--- src/rtl/arbitro_ula.sv ---
`default_nettype none
// ============================================================================
// Module   : arbitro_ula
// Purpose  : Round-robin arbiter that shares one multi-cycle ALU between two
//            requesters, with registered operands and a held response.
// Revision : 1.0
// ============================================================================
module arbitro_ula #(
  parameter int CICLOS_ULA = 1
) (
  input  logic       clock,
  input  logic       reset,
  input  logic       req_valid0,
  input  logic       req_valid1,
  output logic       req_ready0,
  output logic       req_ready1,
  input  logic [2:0] op0,
  input  logic [2:0] op1,
  input  logic [7:0] a0,
  input  logic [7:0] b0,
  input  logic [7:0] a1,
  input  logic [7:0] b1,
  output logic [7:0] ula_entrada1,
  output logic [7:0] ula_entrada2,
  output logic [2:0] ula_sinal,
  input  logic [7:0] ula_saida,
  output logic       resp_valid0,
  output logic       resp_valid1,
  input  logic       resp_ready0,
  input  logic       resp_ready1,
  output logic [7:0] resp_resultado,
  output logic       resp_erro,
  output logic       ocupado
);

  localparam logic [1:0] LIVRE    = 2'd0;
  localparam logic [1:0] EXECUTA  = 2'd1;
  localparam logic [1:0] RESPONDE = 2'd2;
  localparam logic [1:0] CARGA    = 2'(CICLOS_ULA - 1);
  localparam logic [2:0] OP_MAX   = 3'b100;

  logic [1:0] estado;
  logic [1:0] contador;
  logic       ultimo;
  logic       dono;
  logic       op_invalida;
  logic       vencedor;
  logic       aceita;
  logic       resp_aceita;

  // On a tie the requester not served last wins.
  always_comb begin
    vencedor = 1'b0;
    if (req_valid0 && req_valid1) begin
      vencedor = ~ultimo;
    end else if (req_valid1) begin
      vencedor = 1'b1;
    end
  end

  assign req_ready0  = reset && (estado == LIVRE) && req_valid0 && !vencedor;
  assign req_ready1  = reset && (estado == LIVRE) && req_valid1 &&  vencedor;
  assign aceita      = req_ready0 || req_ready1;
  assign resp_valid0 = (estado == RESPONDE) && !dono;
  assign resp_valid1 = (estado == RESPONDE) &&  dono;
  assign resp_aceita = (estado == RESPONDE) && (dono ? resp_ready1 : resp_ready0);
  assign ocupado     = (estado != LIVRE);

  always_ff @(posedge clock) begin
    if (!reset) begin
      estado         <= LIVRE;
      contador       <= 2'd0;
      ultimo         <= 1'b1;
      dono           <= 1'b0;
      op_invalida    <= 1'b0;
      ula_entrada1   <= 8'h00;
      ula_entrada2   <= 8'h00;
      ula_sinal      <= 3'b000;
      resp_resultado <= 8'h00;
      resp_erro      <= 1'b0;
    end else begin
      case (estado)
        LIVRE: begin
          if (aceita) begin
            dono     <= vencedor;
            contador <= CARGA;
            estado   <= EXECUTA;
            if (vencedor) begin
              ula_sinal    <= op1;
              ula_entrada1 <= a1;
              ula_entrada2 <= b1;
              op_invalida  <= (op1 > OP_MAX);
            end else begin
              ula_sinal    <= op0;
              ula_entrada1 <= a0;
              ula_entrada2 <= b0;
              op_invalida  <= (op0 > OP_MAX);
            end
          end
        end
        EXECUTA: begin
          if (contador == 2'd0) begin
            resp_resultado <= op_invalida ? 8'h00 : ula_saida;
            resp_erro      <= op_invalida;
            estado         <= RESPONDE;
          end else begin
            contador <= contador - 2'd1;
          end
        end
        RESPONDE: begin
          if (resp_aceita) begin
            ultimo    <= dono;
            resp_erro <= 1'b0;
            estado    <= LIVRE;
          end
        end
        default: estado <= LIVRE;
      endcase
    end
  end

endmodule
`default_nettype wire

--- config.mk ---
export PLATFORM = sky130hd
export DESIGN_NAME = arbitro_ula
export DESIGN_NICKNAME = d
export VERILOG_FILES = /design/src/rtl/arbitro_ula.sv
export SDC_FILE = /design/constraint.sdc
export NUM_CORES = 1
export LEC_CHECK = 0
export CAP_MARGIN = 5
export CORE_ASPECT_RATIO = 0.6
export CORE_UTILIZATION = 43
export DETAILED_ROUTE_END_ITERATION = 16
export GPL_TIMING_DRIVEN = 0
export PLACE_DENSITY_LB_ADDON = 0.12
export SLEW_MARGIN = 40
export SYNTH_ARGS = -nofsm -noshare
export SYNTH_HDL_FRONTEND = slang
export SYNTH_SLANG_ARGS = --single-unit
--- constraint.sdc ---
create_clock -name clock -period 3.55 [get_ports clock]
set_input_delay 1.065 -clock clock [delete_from_list [all_inputs] [get_ports clock]]
set_output_delay 1.065 -clock clock [all_outputs]
set_load 0.005 [all_outputs]
[After elaboration in Yosys (flattened, before gate mapping)]
Index checks and enable logic that the tools add are counted.
Word-level totals
  register bits after elaboration: 35
  bits in latches: 0
  RAM bits: 0
  bits in read-only memories: 0
  bits of input ports: 52
  word-level logic and storage cells: 61
  memories kept: 0
Operators by class
  add/sub/neg operators: 1
  $mul: 0
  divide/modulo/power cells: 0
  magnitude comparators: 2
  equality and inequality tests: 6
  shift-type cells: 0
  multiplexer cells: 18
  bitwise operators: 1
  reduce and logical (&&, ||, !) cells: 23
Operators with widths (count)
  two-way mux 8 bit: 3
  two-way mux 2 bit: 5
  logical AND 1 bit: 9
  AND reduction 3 bit: 3
  != test 2 bit, second input constant: 4
  > comparator 3 bit, second input constant: 2
  two-way mux 1 bit: 6
  one-hot mux 2 bit (3 select lines): 1
  AND reduction 2 bit: 3
  nonzero test 2 bit: 3
  logical NOT 2 bit: 2
  one-hot mux 2 bit (2 select lines): 1
  two-way mux 3 bit: 1
  == test 2 x 1 -> 1 bit, second input constant: 1
  == test 2 bit, second input constant: 1
  logical NOT 1 bit: 2
  one-hot mux 1 bit (2 select lines): 1
  subtractor 2 x 1 -> 2 bit, second input constant: 1
  logical OR 1 bit: 1
  NOT 1 bit: 1

[Depth between registers and ports, before layout]
  depth in word-level cells: 7
  mapped depth: 6
  gate-level depth less buffers: 5

[Worst setup path after synthesis]
OpenSTA, ideal clock, no wires.
  kind: input port to output port
  start point: input reset
  end point: output req_ready0
  arrival time: 1.836 ns
  data required time: 2.485 ns
  path slack: 0.649 ns
  stages: 3
  buffers on the path: 1
  path through: buf_4 -> or3b_4 -> nor3b_1
On the way
  cells in the longest elaborated chain, start to end: 3
RTL lines
  start, declared: line 12  | input logic reset,
  logical AND 1 bit (3 in a row): line 61  | assign req_ready0 = reset && (estado == LIVRE) && req_valid0 && !vencedor;
  end, declared: line 15  | output logic req_ready0,
Every way passes these cells.

[Worst setup path in the final report]
Ends and elaborated chain as after synthesis.

==> results_dict.tcl <==
set metrics [dict create \
    overflow 0 \
    fin_cells 308 \
    grt_pass1_vias 1482 \
    stdcell_area_um2 2700 \
    slew_headroom 0.678 \
    worstMarginPinSlew_ns 0.482 \
    rsz0062_at_grt "no" \
    max-cap-violations 0 \
    synth_ff_type "dfxtp_1" \
    synthDistinctLibCells 30 \
    drt_wl_total_um 4190 \
    ioPinCount 85 \
    fin_nets 313 \
    numCtsBuffers 5 \
    wl_met1_um 2050 \
    wl_met3_um 325 \
    critPathSlowestCell "clkdlybuf4s50_1" \
    async_reset_ff_frac 0 \
    die_w_um 83.1 \
    via_per_inst 4.90 \
    cts_tree "done" \
    synth-edff-count 0 \
    hold_viol 0 \
    dr_total_vias 1508 \
    synth.area.top_cells "dfxtp_1, mux2i_1, nand2_1" \
    crit_family "buffers and inverters" \
    grt_start_max_net_pins 12 \
    yosysWarnings 0 \
    hpwl_um 3260 \
    syn_inst 171 \
    finalSetupViolCount 0 \
    cp-end-kind "primary output" \
    clkSlewWorstSetupHoldPaths_ns 0.07 \
    place_area_um2 2590 \
    max-vdd-ir-drop_mv 0.342 \
    cp_slowest_stage_delay_ns 0.53 \
    syn_area_um2 1700 \
    grt_usage 0.208 \
    worstPathCellList "buf_4 -> or3b_4 -> nor3b_1 -> clkdlybuf4s50_1" \
    gp_congestion 0.748 \
    antenna_found_initial 0 \
    syn-num-nets 224 \
    critPathBufInv 2 \
    core_area_um2 3720 \
    hold_class "register to register" \
    dieArea_um2 4210 \
    maxSlewViolCount 0 \
    wire_per_inst_um 13.6 \
    ant_nets 0 \
    status "finished, final reports clean" \
    syn_area_per_cell_um2 9.93 \
    cellPowerDensity_nw_per_um2 419 \
    fin_crit_sh 0.968 \
    syn_to_final_growth_pct 59.2 \
    worst_ep_required_time_ns 2.48 \
    clk_path_buf_depth 2 \
    clkLatencyLatePin_ns 0.29 \
    p_leak_nw 1.09 \
    layout_common_cells "clkdlybuf4s50_1, mux2i_1, dfxtp_1" \
    layout-drive-gt1-share 0.0766 \
    dpl.cell_count 301 \
    worstPathArrival_ns 2.37 \
    clock-skew-final_ns 0.00461 \
    layout_commonest_cell "clkdlybuf4s50_1" \
    post-cts-setup-buffers 0 \
    port_buffers 83 \
    critPathKind "input port to primary output" \
    start_kind "input port" \
    setup_tns_ns 0 \
    die_h_um 50.7 \
    dr_wl_met2_um 1790 \
    synth_seq_cells 35 \
    drc_errors 0 \
    max_freq_mhz 291 \
    h-tree-depth 2 \
    drt_first_pass_iters 4 \
    start_util 0.456 \
    cts.sinks 35 \
    rows 17 \
    post-route-min-period_ns 3.44 \
    crit_fanout 9 \
    yosys.area.top_type "dfxtp_1" \
    synth-seq-area-share 0.413 \
    cts_root_buf "clkbuf_8" \
    grt_pass1_wl_um 6900 \
    diodes 0 \
    yosysTopAreaCellShare 0.413 \
    drt_iter0_drc 57 \
    top_layer "met4" \
]
-- repair_timing --
item | 4_1_cts | 5_1_grt
gates resized for setup | 4 | 0
hold buffers | 0 | 0
setup endpoints to repair | 2 | 0
-- flip-flops by register name (all words and copies together) (netlist names) --
name	count
resp_resultado	8
ula_entrada1	8
ula_entrada2	8
ula_sinal	3
contador	2
estado	2
dono	1
op_invalida	1
resp_erro	1
ultimo	1
-- final timing paths --
kind	startpoint	to	slack (ns)	depth (start not counted)
setup / recovery	reset	req_ready0	0.11	4
hold / removal	ula_entrada1[7]	ula_entrada1[7]	0.46	2
setup reg to reg	estado[0]	ula_entrada1[2]	2.04	5
hold reg to reg	ula_entrada1[7]	ula_entrada1[7]	0.46	2
-- logic make-up (layout without fill, tap and decap cells) --
| kind of cell | count (synthesis) | after routing | share of synthesized area |
|---|---|---|---|
| AOI/OAI and AO/OA | 24 | 24 | 0.0973 |
| adders and majority gates | 1 | 1 | 0.00737 |
| buffers and inverters | 14 | 104 | 0.0590 |
| DFF | 35 | 35 | 0.413 |
| muxes | 41 | 41 | 0.242 |
| and+or+nand+nor | 56 | 56 | 0.181 |
-- cells in the mapped netlist (3+ instances only) --
library cell,number
a21boi_0,11
nand2_1,29
mux2i_1,40
nor3b_1,3
nand3b_1,10
clkbuf_1,4
nor2_1,4
o21ai_0,4
dfxtp_1,35
inv_1,3
buf_2,3
a21oi_1,3
-- power by group --
part | total, mW | leakage [nW] | internal (mW) | switching, mW
Combinational | 0.296 | 0.737 | 0.189 | 0.106
Clock | 0.374 | 0.0612 | 0.227 | 0.147
Sequential | 0.463 | 0.288 | 0.437 | 0.0264
-- metrics by stage --
step | power [mW] | hold slack, ns | util | worst slack, ns
CTS | 1.14 | 0.463 | 0.726 | 0.0967
global route | 1.19 | 0.480 | 0.726 | 0.00739
finish | 1.13 | 0.461 | 0.726 | 0.112
floorplan | 0.602 | 0.451 | - | 0.649
global placement | 0.764 | 0.442 | 0.695 | -0.183
detailed placement | 0.768 | 0.452 | 0.695 | -0.173
-- cell type report --
type,count,area [µm²]
Buffer,10,83.8
Clock buffer,6,82.6
Clock inverter,2,35.0
Fill cell,281,1020
Inverter,3,11.3
Multi-Input combinational cell,122,903
Sequential cell,35,701
Tap cell,47,58.8
Timing Repair Buffer,83,828
-- tightest hold or removal path: stages (launching register included) --
cell and delay, ns:
dfxtp_1 0.32, nand2_1 0.05, mux2i_1 0.05
-- routing by layer --
layer	global-route usage	vias up
met1	0.285	680
met5	0	-
met2	0.311	52
met3	0.0822	2
met4	0.0345	0
li1	-	774
Note: power is estimated with default switching activity, not from simulation.
